[config.mk]
export PLATFORM = sky130hd
export DESIGN_NAME = can_rx_drain_ctrl
export DESIGN_NICKNAME = d
export VERILOG_FILES = /design/src/rtl/can_rx_drain_ctrl.sv
export SDC_FILE = /design/constraint.sdc
export NUM_CORES = 1
export LEC_CHECK = 0
export CELL_PAD_IN_SITES_DETAIL_PLACEMENT = 2
export CELL_PAD_IN_SITES_GLOBAL_PLACEMENT = 2
export CORE_ASPECT_RATIO = 1.75
export CORE_MARGIN = 4
export CORE_UTILIZATION = 32
export DETAILED_ROUTE_END_ITERATION = 8
export PLACE_DENSITY_LB_ADDON = 0.05
export SYNTH_ARGS = -nofsm -noshare
export SYNTH_HDL_FRONTEND = slang
export SYNTH_SLANG_ARGS = --single-unit
[constraint.sdc]
create_clock -name clk -period 2.15 [get_ports clk]
set_input_delay 0.3225 -clock clk [delete_from_list [all_inputs] [get_ports clk]]
set_output_delay 0.3225 -clock clk [all_outputs]
set_load 0.01 [all_outputs]
[src/rtl/can_rx_drain_ctrl.sv]
// +----------------------------------------------------------------------------+
// | can_rx_drain_ctrl: pops the CAN RX FIFO head into a host-readable snapshot |
// | and raises the receive interrupt. Optional retry: CAN_RX_RETRY_EN.         |
// | Revision: 1.0                                                              |
// +----------------------------------------------------------------------------+
`default_nettype none

module can_rx_drain_ctrl (
  input  logic        clk,
  input  logic        nRST,
  input  logic        clear,
  input  logic        pop_req,
  input  logic        fifo_empty,
  input  logic [3:0]  fifo_occupancy,
  input  logic        fifo_overrun,
  input  logic        fifo_read,
  input  logic [28:0] id_in,
  input  logic [31:0] data_l_in,
  input  logic [31:0] data_h_in,
  input  logic [3:0]  pkt_size_in,
  input  logic        rtr_in,
  input  logic        ext_in,
  input  logic [4:0]  fmi_in,
  input  logic [3:0]  watermark,
  input  logic [2:0]  irq_mask,
  input  logic [2:0]  irq_ack,
  input  logic [1:0]  rd_sel,
  output logic        read_fifo,
  output logic        busy,
  output logic        frame_valid,
  output logic [31:0] rd_data,
  output logic [2:0]  irq_status,
  output logic        irq
);

  typedef enum logic [2:0] {
    IDLE    = 3'd0,
    REQ     = 3'd1,
    WAIT    = 3'd2,
    SETTLE1 = 3'd3,
    SETTLE2 = 3'd4
  } state_t;

  state_t      state, state_nxt;
  logic        read_fifo_nxt;
  logic        load_snap;
  logic        clr_valid;
  logic        set_valid;
  logic        pop_err;

  logic [28:0] snap_id;
  logic [31:0] snap_data_l;
  logic [31:0] snap_data_h;
  logic [3:0]  snap_pkt_size;
  logic        snap_rtr;
  logic        snap_ext;
  logic [4:0]  snap_fmi;

  logic        overrun_q;
  logic [3:0]  wm_eff;
  logic [2:0]  status_set;

`ifdef CAN_RX_RETRY_EN
  logic [2:0]  retry_cnt, retry_cnt_nxt;
`endif

  always_ff @(posedge clk or negedge nRST) begin
    if (!nRST)      state <= IDLE;
    else if (clear) state <= IDLE;
    else            state <= state_nxt;
  end

  always_comb begin
    state_nxt     = state;
    read_fifo_nxt = 1'b0;
    load_snap     = 1'b0;
    clr_valid     = 1'b0;
    set_valid     = 1'b0;
    pop_err       = 1'b0;
`ifdef CAN_RX_RETRY_EN
    retry_cnt_nxt = retry_cnt;
`endif
    case (state)
      IDLE: begin
        if (pop_req) begin
          clr_valid = 1'b1;
          if (!fifo_empty) begin
            load_snap     = 1'b1;
            read_fifo_nxt = 1'b1;
            state_nxt     = REQ;
`ifdef CAN_RX_RETRY_EN
            retry_cnt_nxt = 3'd0;
`endif
          end
        end
      end
      REQ: state_nxt = WAIT;
      WAIT: begin
        if (fifo_read) begin
          state_nxt = SETTLE1;
`ifdef CAN_RX_RETRY_EN
          retry_cnt_nxt = 3'd0;
`endif
        end else begin
`ifdef CAN_RX_RETRY_EN
          // Initial attempt plus four retries; the fifth failure gives up.
          if (retry_cnt < 3'd4) begin
            retry_cnt_nxt = retry_cnt + 3'd1;
            read_fifo_nxt = 1'b1;
            state_nxt     = REQ;
          end else begin
            pop_err   = 1'b1;
            state_nxt = IDLE;
          end
`else
          pop_err   = 1'b1;
          state_nxt = IDLE;
`endif
        end
      end
      SETTLE1: state_nxt = SETTLE2;
      SETTLE2: begin
        set_valid = 1'b1;
        state_nxt = IDLE;
      end
      default: state_nxt = IDLE;
    endcase
  end

  always_ff @(posedge clk or negedge nRST) begin
    if (!nRST) begin
      read_fifo     <= 1'b0;
      frame_valid   <= 1'b0;
      snap_id       <= '0;
      snap_data_l   <= '0;
      snap_data_h   <= '0;
      snap_pkt_size <= '0;
      snap_rtr      <= 1'b0;
      snap_ext      <= 1'b0;
      snap_fmi      <= '0;
    end else if (clear) begin
      read_fifo     <= 1'b0;
      frame_valid   <= 1'b0;
      snap_id       <= '0;
      snap_data_l   <= '0;
      snap_data_h   <= '0;
      snap_pkt_size <= '0;
      snap_rtr      <= 1'b0;
      snap_ext      <= 1'b0;
      snap_fmi      <= '0;
    end else begin
      read_fifo <= read_fifo_nxt;
      if (set_valid)      frame_valid <= 1'b1;
      else if (clr_valid) frame_valid <= 1'b0;
      if (load_snap) begin
        snap_id       <= id_in;
        snap_data_l   <= data_l_in;
        snap_data_h   <= data_h_in;
        snap_pkt_size <= pkt_size_in;
        snap_rtr      <= rtr_in;
        snap_ext      <= ext_in;
        snap_fmi      <= fmi_in;
      end
    end
  end

`ifdef CAN_RX_RETRY_EN
  always_ff @(posedge clk or negedge nRST) begin
    if (!nRST)      retry_cnt <= 3'd0;
    else if (clear) retry_cnt <= 3'd0;
    else            retry_cnt <= retry_cnt_nxt;
  end
`endif

  // Edge detector tracks the raw flag even through clear.
  always_ff @(posedge clk or negedge nRST) begin
    if (!nRST) overrun_q <= 1'b0;
    else       overrun_q <= fifo_overrun;
  end

  assign wm_eff     = (watermark == 4'd0) ? 4'd1 : watermark;
  assign status_set = {pop_err,
                       fifo_overrun & ~overrun_q,
                       (fifo_occupancy >= wm_eff)};

  always_ff @(posedge clk or negedge nRST) begin
    if (!nRST)      irq_status <= 3'b000;
    else if (clear) irq_status <= 3'b000;
    else            irq_status <= (irq_status & ~irq_ack) | status_set;
  end

  always_comb begin
    rd_data = 32'd0;
    case (rd_sel)
      2'd0:    rd_data = {3'b000, snap_id};
      2'd1:    rd_data = {19'd0, snap_fmi, 2'b00, snap_rtr, snap_ext, snap_pkt_size};
      2'd2:    rd_data = snap_data_l;
      default: rd_data = snap_data_h;
    endcase
  end

  assign busy = (state != IDLE);
  assign irq  = |(irq_status & irq_mask);

endmodule

`default_nettype wire

======== Word-level counts from Yosys, hierarchy flattened ========
Index checks and enable logic that the tools add are counted.
word-level totals
  register bits after elaboration ......... 113
  input port bits ......................... 127
  output and inout port bits .............. 39
  logic and storage cells ................. 69
operators by class
  order comparisons ....................... 1
  equality and inequality tests ........... 8
  multiplexer cells ....................... 34
  bitwise logic cells ..................... 6
  reduce and logical (&&, ||, !) cells .... 8
operator list
  cell                                            count
  2-to-1 mux 32 bit                               4
  case mux 32 bit (3 select lines)                1
  2-to-1 mux 29 bit                               2
  2-to-1 mux 1 bit                                16
  2-to-1 mux 3 bit                                4
  2-to-1 mux 4 bit                                3
  case mux 3 bit (4 select lines)                 1
  2-to-1 mux 5 bit                                2
  bitwise AND 3 bit                               2
  == test 3 x 2 -> 1 bit (second input constant)  2
  != test 3 bit (second input constant)           2
  nonzero test 3 bit                              2
  >= comparator 4 bit                             1
  logical NOT 4 bit                               1
  == test 3 x 1 -> 1 bit (second input constant)  1
  == test 3 bit (second input constant)           1
  logical NOT 3 bit                               1
  inverter 3 bit                                  1
  bitwise OR 3 bit                                1
  OR reduction 3 bit                              1
  == test 2 x 1 -> 1 bit (second input constant)  1
  == test 2 bit (second input constant)           1
  logical NOT 2 bit                               1
  2-to-1 mux 2 bit                                1
  other kinds (4)                                 4

======== Logic depth before layout (Yosys ltp) ========
Gate-level depths: netlist of the first run.
  word-level depth ........................ 5
  mapped depth ............................ 7
  depth with buffers taken out ............ 6

======== Worst setup path before layout of the first run ========
No wires, ideal clock.
  path kind ............................... input to output
  start ................................... input port rd_sel[0]
  end ..................................... output port rd_data[0]
  arrival ................................. 1.319 ns
  required time ........................... 1.827 ns
  setup slack ............................. 0.508 ns
  cell stages on the path ................. 3
  path buffers ............................ 2
  cell sequence ........................... buf_2 -> buf_2 -> mux4_2
on the way
  longest elaborated chain between the ends .. 2
  elaborated cells on any way between the ends .. 4
  classes of those cells .................. eq/ne (2); mux (1); reduce/logical (1)
RTL lines
  element                                      RTL line  source
  start, declared                              27        input logic [1:0] rd_sel,
  == test 2 bit, or another cell as far along  194       case (rd_sel)
  case mux 32 bit (3 select lines) *           194
  end, declared                                31        output logic [31:0] rd_data,
Mark *: on every way between the ends. The rest lies on a longest branch, timed or not.

======== Worst setup path in the final report of the first run ========
  start ................................... register snap_data_l[10]
  end ..................................... output port rd_data[10]
on the way
  longest elaborated chain between the ends .. 1
RTL lines
  element                           RTL line  source
  start, declared                   52        logic [31:0] snap_data_l;
  start signal, assigned            157       snap_data_l <= data_l_in;
  case mux 32 bit (3 select lines)  194
No other way between the ends.

==> results of run 1 <==
## registers in the layout (all words and copies together), names as in the netlist
signal         count
snap_fmi           5
frame_valid        1
snap_data_l       32
state              3
snap_ext           1
snap_id           29
overrun_q          1
snap_pkt_size      4
snap_rtr           1
irq_status         3
snap_data_h       32
read_fifo          1
## final cells by class
| type | instances | area, um2 |
|---|---|---|
| clock buffer | 18 | 439 |
| inverter | 7 | 26.3 |
| fill | 1427 | 7590 |
| multi-input combinational | 192 | 1840 |
| clock inverter | 14 | 134 |
| tap | 183 | 229 |
| timing repair buffer | 180 | 1820 |
| sequential | 113 | 2830 |
## per-stage QoR
stage | hold WS (ns) | cells
3_5_place_dp | 0.235 | 674
2_1_floorplan | 0.0269 | 345
6_report | 0.345 | 707
4_1_cts | 0.327 | 707
5_1_grt | 0.361 | 707
3_3_place_gp | 0.228 | 674
## logic make-up (layout without fill, tap and decap cells)
family	count (synthesis)	count (layout)
AND/OR/NAND/NOR	22	22
AO/OA/AOI/OAI	132	132
adder cells (fa/ha/maj)	4	4
multiplexers	34	34
buffers and inverters	40	219
flip-flops	113	113
## routing by layer
metal / global-route usage [%] / share of wire (%) / vias up
li1: - / - / 1672
met1: 22.2 / 39 / 2001
met2: 33.8 / 55 / 108
met3: 3.90 / 4.8 / 15
met4: 6.60 / 1.4 / 0
met5: 0 / 0 / -
## worst max path at each step
stage | startpoint | to | slack (ns) | depth (start not counted)
2_1_floorplan | rd_sel[0] | rd_data[0] | 0.51 | 3
3_5_place_dp | rd_sel[0] | rd_data[3] | 0.07 | 4
5_1_grt | state[1] | busy | 0.002 | 3
4_1_cts | snap_data_h[9] | rd_data[9] | 0.007 | 2
3_3_place_gp | rd_sel[0] | rd_data[1] | 0.09 | 4
6_report | snap_data_l[10] | rd_data[10] | 0.04 | 2
## cell usage after synthesis, types with 2 or more instances
cell type    n  area (um2)
nand2b_1     2        12.5
nor3_1       3        15.0
mux4_2      11         248
inv_1        7        26.3
nor2b_1      6        37.5
nor2_1       5        18.8
mux2i_1      5        50.1
a22o_1     122        1070
dfrtp_1    113        2830
clkbuf_1     8        30.0
buf_2       18        90.1
and3_1       2        12.5
mux2_2      18         203
ha_1         4        50.1
a21oi_1      3        15.0
buf_6        7        78.8
## where the power goes
part / total, mW / internal (mW) / switching (mW)
logic: 0.749 / 0.446 / 0.303
registers: 2.30 / 2.23 / 0.0683
clock network: 2.71 / 1.63 / 1.08
## timing repair
item | 4_1_cts | 5_1_grt
gates resized for setup | 2 | 5
setup endpoints to repair | 2 | 5
cloned | 0 | 0
hold buffers | 1 | 0
pin swaps | 0 | 1
buffers inserted | 0 | 0
hold endpoints to repair | 20 | 0
==> impl_metrics.env, run 1 <==
export IMPL_status="complete, no violations"
export IMPL_synth_edff_count=0
export IMPL_io_buffers=165
export IMPL_wl_mm=15.8
export IMPL_synth_top_family_by_area="compound AO/OA/AOI/OAI gates"
export IMPL_critPathKind="register to output port"
export IMPL_layout_drive_gt1_share_pct=16.0
export IMPL_syn_instance_count=345
export IMPL_grt_pass1_vias=4467
export IMPL_crit_family="buffers and inverters"
export IMPL_vias_per_cell=5.37
export IMPL_hold_class="primary input to asynchronous set/reset pin"
export IMPL_drt_first_pass_iters=4
export IMPL_min_period_over_period_pct=98.3
export IMPL_cts_tree="built"
export IMPL_yosys_area_share_simple_pct=2.57
export IMPL_cts_made_buffers=17
export IMPL_clkSinkCount=113
export IMPL_synth_area_mm2=0.00487
export IMPL_fmax_mhz=473
export IMPL_critPathLaunchType="register"
export IMPL_synth_warnings=0
export IMPL_start_util_pct=32.7
export IMPL_setup_tns_ns=0
export IMPL_relSlewSlack_pct=63.3
export IMPL_grt_max_degree=66
export IMPL_detail_route_antenna_nets=0
export IMPL_n_antenna_cell=0
export IMPL_grtUsageTotal_pct=18.9
export IMPL_critPathMaxStageDelay_ns=0.50
export IMPL_synth_cell_types=27
export IMPL_layout_common_cells="clkdlybuf4s50_1, a22o_1, dfrtp_1"
export IMPL_gp_congestion=0.746
export IMPL_muxShareOfSynthArea_pct=10.3
export IMPL_hpwlAfterDp_mm=10.8
export IMPL_hold_violations=0
export IMPL_die_h_um=171
export IMPL_synth_adder_area_share_pct=1.03
export IMPL_setup_violations=0
export IMPL_postSynth_asyncResetShare_pct=100
export IMPL_drv_slew=0
export IMPL_htreeDepth=4
export IMPL_power_density_mw_per_mm2=787
export IMPL_leakage_nw=3.34
export IMPL_antenna_found_initial=0
export IMPL_vias=3796
export IMPL_postLayoutCoreUtil_pct=49.1
export IMPL_finalNetCount=642
export IMPL_path_clk_slew_ns=0.06
export IMPL_avgSynthCellArea_um2=14.1
export IMPL_rr_worst_depth=4
export IMPL_ys_flop_type="dfrtp_1"
export IMPL_end_kind="output port"
export IMPL_reg2reg_to="snap_data_l[10]"
export IMPL_drt_wirelength_per_cell_um=22.4
export IMPL_clock_path_buffers=2
export IMPL_grt_ovfl_total=0
export IMPL_synth_seq_cells=113
export IMPL_p_total_mw=5.76
export IMPL_path_cells="mux4_2 -> clkdlybuf4s50_1"
export IMPL_drtIter0Drc=123
export IMPL_fin_worst_skew_ns=0.0104
export IMPL_crit_fanout=2
export IMPL_grt_pass1_wl_mm=24.9
export IMPL_synth_xor_area_share_pct=0
export IMPL_post_route_min_period_ns=2.11
export IMPL_grt_setup_unrepaired="false"
export IMPL_cp_required_ns=1.83
export IMPL_path_buf_inv=1
export IMPL_dieArea_mm2=0.0173
export IMPL_die_w_um=101
export IMPL_fin_ws_ns=0.0372
export IMPL_dp_slack_ns=0.0684
export IMPL_area_delta_synth_final_pct=50.3
export IMPL_cap_viol_max_count=0
export IMPL_layout_commonest_cell="clkdlybuf4s50_1"
export IMPL_ctsRootBufferMaster="clkbuf_16"
export IMPL_syn_num_nets=476
export IMPL_synth_compound_area_share_pct=23.4
export IMPL_post_route_cell_area_mm2=0.00732
export IMPL_r2r_slack_ns=0.54
export IMPL_pin_count=166
export IMPL_tightest_slew_ns=0.551
export IMPL_r2r_start="state[1]"
export IMPL_synth_seq_area_share_pct=58.1
export IMPL_drc=0
export IMPL_placed_area_mm2=0.00672
export IMPL_rows=59
export IMPL_clk_latency_ns=0.41
export IMPL_core_area_mm2=0.0149
export IMPL_cp_slowest_cell="clkdlybuf4s50_1"
export IMPL_ir_drop_mv=0.498
export IMPL_cp_data_arrival_time_ns=1.79
No activity file was read; power rests on OpenSTA's default activity.
==> run 2, diff against run 1 <==
Settings changed: CAP_MARGIN from default to 40.
==> results of run 2 <==
No change in the layout: final DEF, timing and power equal those of run 1.
==> run 3, diff against run 2 <==
Settings changed: CAP_MARGIN 40 to default.
==> results of run 3 <==
No change in the layout: final DEF, timing and power equal those of run 1.
